**config.mk**
```make
export PLATFORM = sky130hd
export DESIGN_NAME = sap_alu_core
export DESIGN_NICKNAME = d
export VERILOG_FILES = /design/src/rtl/sap_alu_core.sv
export SDC_FILE = /design/constraint.sdc
export NUM_CORES = 1
export LEC_CHECK = 0
export CAP_MARGIN = 20
export CORE_MARGIN = 2
export CORE_UTILIZATION = 51
export DETAILED_ROUTE_END_ITERATION = 7
export GPL_TIMING_DRIVEN = 1
export PLACE_DENSITY = 0.78
export SYNTH_ARGS = -nofsm -noshare
export SYNTH_HDL_FRONTEND = slang
export SYNTH_SLANG_ARGS = --single-unit
export TNS_END_PERCENT = 100
```
**constraint.sdc**
```tcl
create_clock -name clk -period 3.63 [get_ports clk]
set_input_delay 0.726 -clock clk [delete_from_list [all_inputs] [get_ports clk]]
set_output_delay 0.726 -clock clk [all_outputs]
set_load 0.02 [all_outputs]
```
**src/rtl/sap_alu_core.sv**
```systemverilog
// sap_alu_core: parametrised accumulator/ALU core.
//
// Holds accumulator A and operand register B. Operations are issued with a
// valid/ready handshake and always write their result back to A together
// with a registered C/Z/N/V flag set. Shifts by k run over k cycles, one bit
// per cycle, so the bus shows every intermediate value.
//
// Ports:
//   clk, reset       clock; synchronous active-low reset
//   din              load data for A (a_load) and B (b_load)
//   op_valid, op     operation request and opcode
//   shamt            shift amount for SHL/SHR
//   op_ready         high when an operation can be accepted (IDLE)
//   res_valid        one-cycle pulse when A and flags hold a new result
//   bus_oe, bus      bus = bus_oe ? A : 0 (combinational)
//   flag_c/z/n/v     registered carry, zero, negative, signed overflow
module sap_alu_core #(
    parameter int WIDTH = 8,
    parameter int SHW   = $clog2(WIDTH)
) (
    input  logic             clk,
    input  logic             reset,
    input  logic [WIDTH-1:0] din,
    input  logic             a_load,
    input  logic             b_load,
    input  logic             op_valid,
    input  logic [2:0]       op,
    input  logic [SHW-1:0]   shamt,
    output logic             op_ready,
    output logic             res_valid,
    input  logic             bus_oe,
    output logic [WIDTH-1:0] bus,
    output logic             flag_c,
    output logic             flag_z,
    output logic             flag_n,
    output logic             flag_v
);

    localparam logic [2:0] OP_ADD = 3'b000;
    localparam logic [2:0] OP_SUB = 3'b001;
    localparam logic [2:0] OP_AND = 3'b010;
    localparam logic [2:0] OP_OR  = 3'b011;
    localparam logic [2:0] OP_XOR = 3'b100;
    localparam logic [2:0] OP_SHL = 3'b101;
    localparam logic [2:0] OP_SHR = 3'b110;
    localparam logic [2:0] OP_ADC = 3'b111;

    typedef enum logic {IDLE, SHIFT} state_t;

    state_t           state, state_nxt;
    logic [WIDTH-1:0] a_q, b_q;
    logic [SHW-1:0]   cnt;      // shifts still to apply after the current one
    logic             dir_left;

    logic             op_fire;
    logic             is_shift;
    logic             shift_start;

    assign op_ready    = (state == IDLE);
    assign op_fire     = op_valid && op_ready;
    assign is_shift    = (op == OP_SHL) || (op == OP_SHR);
    assign shift_start = op_fire && is_shift && (shamt != '0);
    assign bus         = bus_oe ? a_q : '0;

    // ---------------- single-cycle ALU ----------------
    logic [WIDTH-1:0] b_eff;
    logic             cin;
    logic [WIDTH:0]   sum;
    logic [WIDTH-1:0] alu_r;
    logic             alu_c, alu_v;

    always_comb begin
        b_eff = (op == OP_SUB) ? ~b_q : b_q;
        cin   = (op == OP_SUB) ? 1'b1 : ((op == OP_ADC) ? flag_c : 1'b0);
        sum   = {1'b0, a_q} + {1'b0, b_eff} + {{WIDTH{1'b0}}, cin};
        alu_r = a_q;
        alu_c = 1'b0;
        alu_v = 1'b0;
        case (op)
            OP_ADD, OP_SUB, OP_ADC: begin
                alu_r = sum[WIDTH-1:0];
                alu_c = sum[WIDTH];
                alu_v = (a_q[WIDTH-1] == b_eff[WIDTH-1]) &&
                        (sum[WIDTH-1] != a_q[WIDTH-1]);
            end
            OP_AND:  alu_r = a_q & b_q;
            OP_OR:   alu_r = a_q | b_q;
            OP_XOR:  alu_r = a_q ^ b_q;
            default: alu_r = a_q;   // shift by 0: A unchanged, C=V=0
        endcase
    end

    // ---------------- one-bit shift step ----------------
    // The first step is taken on the accepting edge, so direction comes from
    // the opcode in IDLE and from the latched direction afterwards.
    logic             sh_left;
    logic [WIDTH-1:0] sh_val;
    logic             sh_out;

    always_comb begin
        sh_left = (state == IDLE) ? (op == OP_SHL) : dir_left;
        sh_val  = sh_left ? {a_q[WIDTH-2:0], 1'b0} : {1'b0, a_q[WIDTH-1:1]};
        sh_out  = sh_left ? a_q[WIDTH-1] : a_q[0];
    end

    // ---------------- FSM ----------------
    always_ff @(posedge clk) begin
        if (!reset) state <= IDLE;
        else        state <= state_nxt;
    end

    always_comb begin
        state_nxt = state;
        case (state)
            IDLE:    if (shift_start) state_nxt = SHIFT;
            SHIFT:   if (cnt == '0)   state_nxt = IDLE;
            default: state_nxt = IDLE;
        endcase
    end

    // ---------------- datapath / flags ----------------
    always_ff @(posedge clk) begin
        if (!reset) begin
            a_q       <= '0;
            b_q       <= '0;
            cnt       <= '0;
            dir_left  <= 1'b0;
            res_valid <= 1'b0;
            flag_c    <= 1'b0;
            flag_z    <= 1'b0;
            flag_n    <= 1'b0;
            flag_v    <= 1'b0;
        end else begin
            res_valid <= 1'b0;
            if (b_load) b_q <= din;

            if (state == IDLE) begin
                if (shift_start) begin
                    a_q      <= sh_val;
                    flag_c   <= sh_out;
                    cnt      <= shamt - SHW'(1);
                    dir_left <= (op == OP_SHL);
                    if (shamt == SHW'(1)) begin
                        flag_z    <= (sh_val == '0);
                        flag_n    <= sh_val[WIDTH-1];
                        flag_v    <= 1'b0;
                        res_valid <= 1'b1;
                    end
                end else if (op_fire) begin
                    a_q       <= alu_r;
                    flag_c    <= alu_c;
                    flag_v    <= alu_v;
                    flag_z    <= (alu_r == '0);
                    flag_n    <= alu_r[WIDTH-1];
                    res_valid <= 1'b1;
                end else if (a_load) begin
                    a_q <= din;
                end
            end else if (cnt != '0) begin
                // SHIFT with steps left; the cycle with cnt==0 presents the
                // final result and then drops back to IDLE.
                a_q    <= sh_val;
                flag_c <= sh_out;
                cnt    <= cnt - SHW'(1);
                if (cnt == SHW'(1)) begin
                    flag_z    <= (sh_val == '0);
                    flag_n    <= sh_val[WIDTH-1];
                    flag_v    <= 1'b0;
                    res_valid <= 1'b1;
                end
            end
        end
    end

endmodule

```
==> results of run 1 <==
synth_stat cells (4+ instances only):
| cell | number |
|---|---|
| a31oi_1 | 6 |
| inv_1 | 30 |
| o21ai_0 | 15 |
| o211ai_1 | 4 |
| a2bb2oi_1 | 5 |
| nor2_1 | 27 |
| xnor2_1 | 10 |
| clkbuf_1 | 5 |
| dfxtp_1 | 26 |
| a21o_1 | 7 |
| nand2_1 | 15 |
| mux2i_1 | 15 |
| o22a_1 | 7 |
| and2_1 | 8 |
| buf_2 | 8 |
| a21oi_1 | 22 |
| o221ai_1 | 7 |
| ha_1 | 29 |
| nand3_1 | 11 |
per-layer routing:
metal | up-vias | wire length [um] | global-route usage [%]
met4 | 0 | 117 | 8.33
met5 | - | 0 | 0
met3 | 11 | 474 | 1.74
li1 | 1218 | - | -
met1 | 1194 | 3210 | 38.9
met2 | 89 | 3490 | 46.6
power groups by stage:
stage	sequential, mW	clock [mW]	combinational (mW)
global placement	0.349	0	0.384
floorplan	0.340	0	0.269
CTS	0.343	0.167	0.393
detailed placement	0.349	0	0.390
global route	0.347	0.179	0.440
finish	0.344	0.169	0.398
per-stage QoR:
stage	util (%)	hold WS, ns	setup TNS, ns
5_1_grt	63.3	0.514	0
3_3_place_gp	62.4	0.444	-0.00315
3_5_place_dp	62.4	0.453	-0.0758
4_1_cts	63.3	0.472	0
2_1_floorplan	-	0.481	0
6_report	63.3	0.473	0
cell type report:
cell class | count | area [um2] | share of cell area [%]
multi-input cells | 245 | 1840 | 60.8
well taps | 67 | 83.8 | 2.77
clock buffers | 3 | 41.3 | 1.36
repair buffers | 46 | 428 | 14.1
flip-flops and latches | 26 | 520 | 17.2
inverters | 30 | 113 | 3.72
worst max-delay path, stage by stage:
cell             delay [ns]
clkdlybuf4s50_1        0.47
inv_1                  0.08
nor3_4                 0.20
xnor2_1                0.11
fa_1                   0.45
fa_1                   0.43
xor2_1                 0.18
o21ai_0                0.08
a2bb2oi_1              0.11
nor4_1                 0.42
a41oi_1                0.21
nor3_2                 0.17
registers in the layout, indices dropped and copies added, names as in the netlist:
signal     count
b_q            8
flag_c         1
cnt            3
res_valid      1
flag_v         1
state          1
dir_left       1
flag_n         1
flag_z         1
a_q            8
path summary, 6_finish.rpt:
kind                             from             endpoint  slack (ns)  cells after the start
setup / recovery                op[0]  flag_z$_SDFFE_PN0P_        0.21                     12
hold / removal    flag_v$_SDFFE_PN0P_  flag_v$_SDFFE_PN0P_        0.47                      2
setup reg to reg  b_q[0]$_SDFFE_PN0P_  flag_z$_SDFFE_PN0P_        0.93                     10
hold reg to reg   flag_v$_SDFFE_PN0P_  flag_v$_SDFFE_PN0P_        0.47                      2
placed cells by master (no fill, tap or decap), drive strengths merged, types with 2 or more instances in the layout:
cell,instances
o22a,7
xnor2,10
inv,30
nand3,11
and2,9
or3,3
xor2,3
a211oi,3
a21oi,22
o221ai,8
a2bb2oi,5
nor3,5
nand2,15
dfxtp,26
and3b,2
a21o,7
fa,2
a21boi,2
nand4,2
o31ai,2
o21ai,15
clkdlybuf4s50,33
a31oi,6
and3,2
nor2,27
or2,2
buf,13
a211o,2
o21bai,2
clkbuf,3
ha,29
mux2i,15
o21a,3
a22oi,3
o211ai,4
a221oi,3
cells by family (layout without fill, tap and decap cells):
| group | after synthesis | count (layout) |
|---|---|---|
| xor gates and xnor gates | 13 | 13 |
| AOI/OAI and AO/OA | 101 | 101 |
| adders and majority gates | 31 | 31 |
| muxes | 16 | 16 |
| and+or+nand+nor | 84 | 84 |
| DFF | 26 | 26 |
| buffers and inverters | 46 | 79 |
==> results.cfg, run 1 <==
[status]
outcome = complete, no violations

[power]
pwr-share-seq_pct = 37.8
comb_power_share_pct = 43.7
power_density_mw_per_mm2 = 301
power.total_mw = 0.911
netSwitchingFraction_pct = 37.9
pwr-share-clk_pct = 18.6
p_int_mw = 0.566
switchingPower_mw = 0.345
p_leak_nw = 1.35
ir_drop_mv = 0.229

[die]
row_count = 25
ioPinCount = 34
core_mm2 = 0.00479
start_util_pct = 53.5
die_y_um = 74.9
die_area_mm2 = 0.00561
dieWidth_um = 74.9

[yosys]
yosys.area_share.simple_pct = 16.9
yosys_warnings = 0
ys_seq_area_share_pct = 20.3
yosys-top-cells-area = dfxtp_1 (20%), ha_1 (14%), mux2i_1 (5.9%)
yosysTopAreaCellShare_pct = 20.3
synth_nets = 368
synthXorXnorAreaFrac_pct = 4.74
synth_cells = 317
synth_edf_count = 0
avgSynthCellArea_um2 = 8.08
synth_top_family_by_area = compound AO/OA/AOI/OAI gates
ys_async_sr_fraction_pct = 0
yosysUniqueCellTypes = 55
synth_seq_cells = 26
synth_mux_area_share_pct = 6.30
synth_compound_area_share_pct = 28.0
synthAdderAreaFrac_pct = 15.7
ys.flop_type = dfxtp_1
synth_area_mm2 = 0.00256
synth_top_area_cell = dfxtp_1

[timing]
fin_ws_ns = 0.206
tightest_slew_ns = 0.731
relSlewSlack_pct = 51.2
final.period_utilization_pct = 94.3
min_period_ns = 3.42
setup_violations = 0
clock_skew_ns = 0.00451
rsz0062_at_grt = false
fmax_ghz = 0.292
slew_viol_final = 0
hold_viol_final = 0

[critical_path]
arrival_ns = 3.63
startpoint_type = input pin
crit_required_ns = 3.84
critPathMaxFanout = 2
cp-end-kind = flop
path_class = in -> reg

[finish]
diodes = 0
final_area_mm2 = 0.00303
nNetsFinal = 403
fillCellCount = 426
areaGrowthSynthToFinish_pct = 18.2
finalNonFillerCells = 417
drive_above_1_share_pct = 7.71

[cts]
cts_sinks = 26
hold_buffers = 0
ctsLongestPathBuffers = 2
clock_latency_ns = 0.27
post_cts_buffers = 0
cts_tree = built
cts_resized = 0
ctsHtreeMaxLevel = 1
cts-root-buf = clkbuf_8
clk_pin_slew_ns = 0.09
numCtsBuffers = 3

[flow_run]
drv_cap = 0

[drt]
firstDrtPassIters = 4
avgViaCountPerCell = 6.02
drc = 0
vias = 2512
routedWlPerCell_um = 17.5
drt_iter0_drc = 266
routed_wl_um = 7290
drt.antenna.violating_nets = 0

[worst_hold_path]
hold_path_class = reg -> reg

[placed_design]
dpl_cell_area_mm2 = 0.00299
port_buffers = 33
gp_congestion = 0.949
place_hpwl_um = 5700
placed_cells = 414
post-place-ws_ns = -0.0456

[global_routing]
antenna_found_initial = 0
grt_max_degree = 24
grt_pass1_wl_um = 12000
grt_pass1_vias = 2434
grt.total_usage_pct = 27.9
gr-total-overflow = 0
No activity file was read; power rests on OpenSTA's default activity.
==> inputs of run 2 (changes only) <==
--- a/config.mk
+++ b/config.mk
@@ -11,6 +11,7 @@
 export DETAILED_ROUTE_END_ITERATION = 7
 export GPL_TIMING_DRIVEN = 1
 export PLACE_DENSITY = 0.78
+export SKIP_CTS_REPAIR_TIMING = 1
 export SYNTH_ARGS = -nofsm -noshare
 export SYNTH_HDL_FRONTEND = slang
 export SYNTH_SLANG_ARGS = --single-unit
==> results of run 2 <==
The final DEF is identical to that of run 1; final timing and power are the same.
==> inputs of run 3 (changes only) <==
--- a/config.mk
+++ b/config.mk
@@ -6,11 +6,10 @@
 export NUM_CORES = 1
 export LEC_CHECK = 0
 export CAP_MARGIN = 20
-export CORE_MARGIN = 2
-export CORE_UTILIZATION = 51
+export CORE_UTILIZATION = 50
 export DETAILED_ROUTE_END_ITERATION = 7
 export GPL_TIMING_DRIVEN = 1
-export PLACE_DENSITY = 0.78
+export PLACE_DENSITY = 0.76
 export SKIP_CTS_REPAIR_TIMING = 1
 export SYNTH_ARGS = -nofsm -noshare
 export SYNTH_HDL_FRONTEND = slang
==> run 3 against run 2 <==
- non-clock buffer count unchanged
- final cell count up 0.24%
- sequential cell count unchanged
- sequential share of layout area shrank 0.17 points
- global-route usage up 1.2 points
- worst hold slack hardly changed
- clock power grew 50%
- register-to-register slack improved by 0.07 ns
- die area shrank 3.4%
- critical path depth unchanged
- design area increased by 0.99%
- routed wire length is 1.1% higher
- critical path type unchanged
- largest power group unchanged
==> results.cfg, run 3 (same netlist as run 1, synthesis figures left out) <==
[critical_path]
path_class = in -> reg
arrival_ns = 3.59
cp-end-kind = flop
critPathMaxFanout = 7
path_cells = clkdlybuf4s50_1 > inv_1 > nor3_4 > buf_4 > xnor2_1 > ha_1 > a21o_1 > a31o_2 > or4bb_1 > o211ai_1 > a41oi_1 > nor3_2
max_stage_delay_ns = 0.50
critical_path.slowest_cell = or4bb_1
crit_required_ns = 3.85
startpoint_type = input pin

[timing]
rsz0062_at_grt = false
slew_viol_final = 0
holdWs_ns = 0.472
final.period_utilization_pct = 92.7
hold_viol_final = 0
fin_ws_ns = 0.264
clock_skew_ns = 0.00545
fmax_ghz = 0.297
setup_violations = 0
relSlewSlack_pct = 51.5
min_period_ns = 3.37
tightest_slew_ns = 0.726

[power]
power.total_mw = 0.999
switchingPower_mw = 0.358
ir_drop_mv = 0.209
p_leak_nw = 1.36
p_int_mw = 0.641
power_density_mw_per_mm2 = 327
netSwitchingFraction_pct = 35.8
pwr-share-seq_pct = 34.5
pwr-share-clk_pct = 25.3
comb_power_share_pct = 40.2

[cts]
clock_latency_ns = 0.28
numCtsBuffers = 3
cts_tree = built
cts_sinks = 26
ctsHtreeMaxLevel = 1
clk_pin_slew_ns = 0.10
ctsLongestPathBuffers = 2
cts-root-buf = clkbuf_8

[die]
row_count = 25
ioPinCount = 34
start_util_pct = 53.2
die_y_um = 73.6
core_mm2 = 0.00482
dieWidth_um = 73.6
die_area_mm2 = 0.00542

[finish]
diodes = 0
nNetsFinal = 403
fin_util_pct = 63.5
areaGrowthSynthToFinish_pct = 19.4
top_regs = a_q x8, b_q x8, cnt x3
drive_above_1_share_pct = 7.98
final_area_mm2 = 0.00306
final_common_cell = clkdlybuf4s50_1
layout_common_cells = clkdlybuf4s50_1 (33), inv_1 (30), ha_1 (29), nor2_1 (27), dfxtp_1 (26)

[placed_design]
place_hpwl_um = 5550
dpl_cell_area_mm2 = 0.00299
port_buffers = 33
gp_congestion = 0.970
post-place-ws_ns = -0.0329

[global_routing]
antenna_found_initial = 0
grt_pass1_wl_um = 12000
gr-total-overflow = 0
grt_pass1_vias = 2419
grt_max_degree = 27
grt.total_usage_pct = 29.1

[worst_hold_path]
hold_path_class = reg -> reg

[drt]
avgViaCountPerCell = 6.11
routed_wl_um = 7370
firstDrtPassIters = 5
drt_iter0_drc = 186
routedWlPerCell_um = 17.6
drt.antenna.violating_nets = 0
vias = 2553
drc = 0

[status]
outcome = complete, no violations

[flow_run]
drv_cap = 0
[run 3: cell count changes in the layout (fill, tap and decap cells not counted), sizes merged]
cell	previous run	this run
bufinv	0	1
[run 3: critical path: cells and delay by family]
| family | cells | cell delay [ns] |
|---|---|---|
| AOI/OAI and AO/OA | 4 | 0.78 |
| xor gates and xnor gates | 1 | 0.14 |
| adders and majority gates | 1 | 0.29 |
| buffers and inverters | 3 | 0.77 |
| and+or+nand+nor | 3 | 0.87 |
[run 3: path summary, 6_finish.rpt]
| path | start | to | slack [ns] | depth (start not counted) |
|---|---|---|---|---|
| min | flag_v$_SDFFE_PN0P_ | flag_v$_SDFFE_PN0P_ | 0.47 | 2 |
| max | op[0] | flag_z$_SDFFE_PN0P_ | 0.26 | 12 |
| max reg2reg | b_q[0]$_SDFFE_PN0P_ | a_q[6]$_SDFFE_PN0P_ | 1.00 | 10 |
| min reg2reg | flag_v$_SDFFE_PN0P_ | flag_v$_SDFFE_PN0P_ | 0.47 | 2 |
[run 3: power groups by stage]
stage | logic [mW] | registers [mW] | clock network (mW)
finish | 0.402 | 0.344 | 0.253
global placement | 0.390 | 0.350 | 0
CTS | 0.398 | 0.343 | 0.253
floorplan | 0.269 | 0.340 | 0
detailed placement | 0.393 | 0.349 | 0
global route | 0.441 | 0.348 | 0.266
[run 3: routing by layer]
| metal | routed length [um] | vias up | GRT usage (%) |
|---|---|---|---|
| li1 | - | 1213 | - |
| met1 | 3320 | 1218 | 40.3 |
| met2 | 3460 | 113 | 49.1 |
| met3 | 514 | 9 | 3.16 |
| met4 | 72 | 0 | 5.34 |
| met5 | 0 | - | 0 |
[run 3: through the flow]
step | instances | TNS, ns
6_report | 418 | 0
4_1_cts | 418 | 0
3_5_place_dp | 414 | -0.0329
2_1_floorplan | 317 | 0
3_3_place_gp | 414 | -0.00410
5_1_grt | 418 | 0
[run 3: cell type report]
cell class / instances / area, um2
multi-input combinational: 245 / 1840
fill: 462 / 1760
sequential: 26 / 520
timing repair buffer: 46 / 428
inverter: 30 / 113
tap: 67 / 83.8
clock buffer: 3 / 41.3
clock inverter: 1 / 30.0
